## config.mk

```make
export PLATFORM = sky130hd
export DESIGN_NAME = fetch_prefetch
export DESIGN_NICKNAME = d
export VERILOG_FILES = /design/src/rtl/fetch_prefetch.sv
export SDC_FILE = /design/constraint.sdc
export NUM_CORES = 1
export LEC_CHECK = 0
export CAP_MARGIN = 20
export CORE_ASPECT_RATIO = 0.8
export CORE_MARGIN = 1.5
export CORE_UTILIZATION = 50
export CTS_BUF_LIST = sky130_fd_sc_hd__clkbuf_8
export DETAILED_ROUTE_END_ITERATION = 10
export DONT_BUFFER_PORTS = 1
export GPL_ROUTABILITY_DRIVEN = 0
export GPL_TIMING_DRIVEN = 0
export PLACE_DENSITY = 0.64
export SETUP_SLACK_MARGIN = 0.5
export SLEW_MARGIN = 20
export SYNTH_ARGS = -nofsm -noshare
export SYNTH_HDL_FRONTEND = slang
export SYNTH_SLANG_ARGS = --single-unit
```

## constraint.sdc

```tcl
create_clock -name clk -period 7.5 [get_ports clk]
set_input_delay 1.5 -clock clk [delete_from_list [all_inputs] [get_ports clk]]
set_output_delay 1.5 -clock clk [all_outputs]
set_load 0.03 [all_outputs]
```

## src/rtl/fetch_prefetch.sv

```systemverilog
// Instruction-fetch stage: PC generation, prefetch queue and valid/ready handoff to decode.
// Optional FETCH_MISALIGN_EN: a misaligned redirect target becomes one fault entry and halts fetch.
module fetch_prefetch #(
    parameter int unsigned     XLEN     = 32,
    parameter int unsigned     DEPTH    = 4,
    parameter logic [XLEN-1:0] RESET_PC = '0
) (
    input  logic            clk,
    input  logic            rst,
    output logic            re_o,
    output logic [XLEN-1:0] addr_o,
    input  logic [XLEN-1:0] instr_i,
    input  logic            redirect_i,
    input  logic [XLEN-1:0] redirect_pc_i,
    output logic            instr_valid_o,
    input  logic            instr_ready_i,
    output logic [XLEN-1:0] instr_o,
    output logic [XLEN-1:0] pc_o
`ifdef FETCH_MISALIGN_EN
    ,
    output logic            fault_o
`endif
);

    // state    | meaning
    // ST_RUN   | sequential fetch, issue whenever the queue has room
    // ST_FAULT | misaligned redirect seen, fault entry is pushed this cycle
    // ST_HALT  | no reads issued until the next redirect or reset
    typedef enum logic [1:0] {
        ST_RUN   = 2'd0,
        ST_FAULT = 2'd1,
        ST_HALT  = 2'd2
    } state_e;

    localparam int unsigned PW = $clog2(DEPTH);
    localparam int unsigned CW = $clog2(DEPTH + 1);
    localparam int unsigned OW = CW + 1;

    state_e            state_q, state_d;
    logic [XLEN-1:0]   pc_q, pc_d;
    logic              inflight_q, inflight_d;
    logic [XLEN-1:0]   inflight_pc_q, inflight_pc_d;
    logic [PW-1:0]     head_q, head_d;
    logic [PW-1:0]     tail_q, tail_d;
    logic [CW-1:0]     count_q, count_d;

    logic [XLEN-1:0]   q_pc_q    [DEPTH];
    logic [XLEN-1:0]   q_instr_q [DEPTH];

    logic [XLEN-1:0]   redir_tgt;
    logic              redir_misalign;
    logic              head_valid;
    logic              pop;
    logic              push;
    logic [XLEN-1:0]   push_pc;
    logic [XLEN-1:0]   push_instr;
    logic [OW-1:0]     occ;

`ifdef FETCH_MISALIGN_EN
    logic              q_fault_q [DEPTH];
    logic [XLEN-1:0]   fault_pc_q, fault_pc_d;
    logic              push_fault;

    always_comb begin
        redir_tgt      = redirect_pc_i;
        redir_misalign = |redirect_pc_i[1:0];
    end
`else
    always_comb begin
        redir_tgt      = redirect_pc_i & ~XLEN'(3);
        redir_misalign = 1'b0;
    end
`endif

    always_comb begin
        state_d       = state_q;
        pc_d          = pc_q;
        inflight_d    = 1'b0;
        inflight_pc_d = inflight_pc_q;
        head_d        = head_q;
        tail_d        = tail_q;
        count_d       = count_q;
        push          = 1'b0;
        push_pc       = inflight_pc_q;
        push_instr    = instr_i;
`ifdef FETCH_MISALIGN_EN
        fault_pc_d    = fault_pc_q;
        push_fault    = 1'b0;
`endif
        re_o          = 1'b0;
        addr_o        = '0;
        head_valid    = (count_q != '0) && !rst;
        instr_valid_o = head_valid && !redirect_i;
        pop           = instr_valid_o && instr_ready_i;
        // Occupancy counts the word still in flight so a push can never overflow.
        occ           = OW'(count_q) + OW'(inflight_q) - OW'(pop);

        if (rst) begin
            state_d = ST_RUN;
        end else if (redirect_i) begin
            head_d  = '0;
            tail_d  = '0;
            count_d = '0;
            if (redir_misalign) begin
                state_d = ST_FAULT;
`ifdef FETCH_MISALIGN_EN
                fault_pc_d = redirect_pc_i;
`endif
            end else begin
                state_d       = ST_RUN;
                re_o          = 1'b1;
                addr_o        = redir_tgt;
                pc_d          = redir_tgt + XLEN'(4);
                inflight_d    = 1'b1;
                inflight_pc_d = redir_tgt;
            end
        end else begin
            if (state_q == ST_RUN && occ < OW'(DEPTH)) begin
                re_o          = 1'b1;
                addr_o        = pc_q;
                pc_d          = pc_q + XLEN'(4);
                inflight_d    = 1'b1;
                inflight_pc_d = pc_q;
            end
            if (inflight_q) begin
                push = 1'b1;
            end
`ifdef FETCH_MISALIGN_EN
            if (state_q == ST_FAULT) begin
                push       = 1'b1;
                push_pc    = fault_pc_q;
                push_instr = XLEN'(32'h0000_0013);
                push_fault = 1'b1;
                state_d    = ST_HALT;
            end
`endif
            if (pop) begin
                head_d = head_q + PW'(1);
            end
            if (push) begin
                tail_d = tail_q + PW'(1);
            end
            count_d = count_q + CW'(push) - CW'(pop);
        end
    end

    always_ff @(posedge clk) begin
        if (rst) begin
            state_q       <= ST_RUN;
            pc_q          <= RESET_PC;
            inflight_q    <= 1'b0;
            inflight_pc_q <= '0;
            head_q        <= '0;
            tail_q        <= '0;
            count_q       <= '0;
        end else begin
            state_q       <= state_d;
            pc_q          <= pc_d;
            inflight_q    <= inflight_d;
            inflight_pc_q <= inflight_pc_d;
            head_q        <= head_d;
            tail_q        <= tail_d;
            count_q       <= count_d;
        end
    end

    // Queue storage needs no reset: reads are gated by count_q.
    always_ff @(posedge clk) begin
        if (push) begin
            q_pc_q[tail_q]    <= push_pc;
            q_instr_q[tail_q] <= push_instr;
        end
    end

    assign pc_o    = head_valid ? q_pc_q[head_q]    : '0;
    assign instr_o = head_valid ? q_instr_q[head_q] : '0;

`ifdef FETCH_MISALIGN_EN
    always_ff @(posedge clk) begin
        if (rst) begin
            fault_pc_q <= '0;
        end else begin
            fault_pc_q <= fault_pc_d;
        end
    end

    always_ff @(posedge clk) begin
        if (push) begin
            q_fault_q[tail_q] <= push_fault;
        end
    end

    assign fault_o = head_valid ? q_fault_q[head_q] : 1'b0;
`endif

endmodule

```

==> flow_metrics.py <==
metrics = {
    "placement": {
        "dp.final_hpwl_mm": 22.24,
        "numPlacedInstances": 1338,
        "detailedPlace.worstSlack_ns": -0.4471,
        "number_of_i_o_port_buffers": 0,
        "placed_cell_area_sq_um": 14530,
    },
    "yosys": {
        "yosysSeqAreaShare": 0.6382,
        "post_synth.cell_area_avg_sq_um": 14.34,
        "synthCells": 967,
        "yosys_most_used_dff": "edfxtp_1",
        "synthTopCellsByArea": "edfxtp_1 54%, dfxtp_1 10%, mux4_2 10%",
        "synth_warnings": 0,
        "synth.cell_area_sq_um": 13860,
        "netlist.top_cell.by_area": "edfxtp_1",
        "synth_enable_flop_cells": 248,
        "synth_cell_types": 67,
        "register_bit_count_reported_by_yosys": 318,
        "async_flop_share": 0,
        "synthDominantCellAreaShare": 0.5371,
    },
    "timing": {
        "relSlewSlack": 0.4018,
        "maxSlewViolCount": 0,
        "achievable-frequency_ghz": 0.1464,
        "clock_skews_ns": 0.01697,
        "tightestPinTransition_ns": 0.8940,
        "finalSetupViolCount": 0,
        "period_needed_ns": 6.831,
        "post-route-worst-setup-slack_ns": 0.6692,
        "min_period_over_period": 0.9108,
        "timing.final.hold_violations": 0,
        "grt_setup_unrepaired": "false",
    },
    "grt": {
        "grt_first_pass_wirelength_mm": 51.34,
        "overflow": 0,
        "grt_usage": 0.2368,
        "grt_pass1_vias": 8611,
        "antenna_found_initial": 0,
        "grt_start_max_net_pins": 47,
    },
    "floorplan": {
        "core.rowCount": 54,
        "fp.dieH_um": 151.9,
        "initial_utilization": 0.5092,
        "coreArea_sq_um": 27230,
        "dieArea_sq_um": 28740,
        "ios": 166,
        "chipWidth_um": 189.2,
    },
    "finish": {
        "antennaDiodeCount": 0,
        "finalCoreUtilization": 0.5755,
        "layout.cell_area.non_filler_sq_um": 15670,
        "syn_to_final_growth_pct": 13.03,
        "final_net_count": 1106,
        "layout.cells.most_common": "edfxtp_1",
        "final_cell_count_no_fill": 1432,
        "layout.cells.most_common_list": "248 x edfxtp_1, 82 x nand2_1, 70 x dfxtp_1, 64 x nor2b_1, 62 x mux4_2",
        "drive_gt1_frac": 0.2125,
    },
    "pwr": {
        "powerDensity_nw_per_um2": 233.3,
        "total_power_uw": 3657,
        "vdd_drop_max_v": 0.0001469,
        "p_leak_uw": 0.005134,
    },
    "clocking": {
        "htree_levels": 2,
        "cts_sinks": 318,
        "worst_setup_hold_path_clk_slew_ns": 0.06,
        "clockRootBuffer": "clkbuf_8",
        "tritoncts": "done",
        "clk-insertion-delay-late_ns": 0.59,
        "cts_buffers": 51,
        "max-clock-path-buffers": 3,
    },
    "worst_setup_path": {
        "timing.setup.critical_path_class": "in2out",
        "crit_chain": "buf_6 -> buf_8 -> buf_8 -> or2_2 -> buf_2 -> nor2_4 -> and2_2 -> ha_1 -> inv_1 -> ha_1 -> inv_1 -> fa_2 -> o311a_4 -> a21oi_4 -> buf_4 -> nand2_1 -> a21oi_4",
        "start_kind": "primary input",
        "r2r_setup_slack_ns": 3.45,
        "timing.critical_path.required_ns": 6.00,
        "critPathMaxFanout": 10,
        "worst_path_largest_cell_delay_ns": 0.43,
        "worst_r2r_endpoint": "inflight_pc_q[21]",
        "reg2reg_depth": 15,
        "cp-end-kind": "primary output",
        "r2r_start": "count_q[1]",
        "critical_path_arrival_ns": 5.33,
        "worst_path_max_delay_cell": "o311a_4",
    },
    "routing": {
        "drcViolationCount": 0,
        "routed-via-count": 8408,
        "drtAntennaViolNets": 0,
        "drt_iter0_drc": 733,
        "firstDrtPassIters": 5,
        "route.detailed.vias_per_inst": 5.872,
        "finalWirelength_mm": 33.80,
        "route.detailed.wl_per_inst_um": 23.60,
    },
    "min_path": {
        "min_delay_path_depth": 2,
        "hold_path_class": "reg2reg",
        "timing.hold.worst.start": "pc_q[2]",
        "hold_end": "pc_q[2]",
    },
    "job": {
        "cap_violations": 0,
    },
    "run_status": {
        "run_status": "completed",
    },
}
[synthesized netlist by cell type (8+ instances only)]
cell / instances
xnor2_1: 30
a22oi_1: 9
a211oi_1: 9
ha_1: 9
inv_1: 14
nand3_1: 32
xor2_1: 13
a21oi_1: 70
mux4_2: 62
mux2_2: 24
buf_1: 8
edfxtp_1: 248
nor2b_1: 64
o21ai_0: 15
nor2_1: 34
nor3_1: 11
and3_1: 9
nand4_1: 10
clkbuf_1: 30
buf_2: 16
nand2_1: 82
a21o_1: 8
dfxtp_1: 70
[how the worst max path moves through the flow]
stage / start / endpoint / cells after the start
CTS: redirect_i / re_o / 18
floorplan: redirect_i / addr_o[14] / 17
detailed placement: redirect_i / addr_o[14] / 17
finish: redirect_i / addr_o[19] / 17
global route: redirect_i / addr_o[20] / 19
global placement: redirect_i / addr_o[14] / 17
[timing repair]
action / CTS / global route
gates resized for setup: 33 / 6
hold buffers: 0 / 0
setup buffers: 1 / 0
cloned: 0 / 0
endpoints found under the setup margin: 31 / 31
pin swaps: 8 / 3
[kinds of logic after synthesis]
group / Yosys count / synth area share
xor gates and xnor gates: 43 / 0.02716
muxes: 90 / 0.1235
and+or+nand+nor: 281 / 0.1077
AOI/OAI and AO/OA: 147 / 0.06759
DFF: 318 / 0.6382
other: 1 / 0.0002705
buffers and inverters: 77 / 0.02608
adders and majority gates: 10 / 0.009566
[flip-flops by register name, summed over array words and instances (netlist names), named ones only]
register / flops
count_q: 3
head_q: 2
inflight_pc_q: 30
inflight_q: 1
pc_q: 30
q_instr_q: 128
q_pc_q: 120
tail_q: 2
[through the flow]
| step | hold slack, ns | setup TNS, ns |
|---|---|---|
| 6_report | 0.4830 | 0 |
| 5_1_grt | 0.5145 | 0 |
| 4_1_cts | 0.4827 | 0 |
| 3_5_place_dp | 0.4744 | -6.712 |
| 3_3_place_gp | 0.4695 | -6.833 |
| 2_1_floorplan | 0.4486 | 0 |
[report_power, final]
group | switching [uW] | internal [uW] | total [uW]
combinational | 213 | 107 | 320
sequential | 38.7 | 1950 | 1980
clock | 674 | 677 | 1350
[routing by layer]
layer / routed length [um] / up-vias / track usage
met5: 0 / - / 0
met4: 867 / 0 / 0.07899
met3: 3144 / 66 / 0.07438
met2: 15370 / 344 / 0.3685
met1: 14410 / 4189 / 0.3175
li1: - / 3809 / -
[area by class of cell]
type                    count  area, sq um
flip-flops and latches    318         8848
fillers                  2201        11560
clock inverters            38        165.2
clock buffers              55        757.0
repair buffers              5        117.6
inverters                  14        52.55
well taps                 364        455.4
multi-input cells         575         4950
plain buffers              63        325.3
[worst max-delay path, delay by kind of cell]
| family | cells | cell delay (ns) |
|---|---|---|
| and+or+nand+nor | 4 | 0.89 |
| buffers and inverters | 7 | 1.01 |
| AOI/OAI and AO/OA | 3 | 1.08 |
| adders and majority gates | 3 | 0.82 |
(Power assumes the default switching activity.)
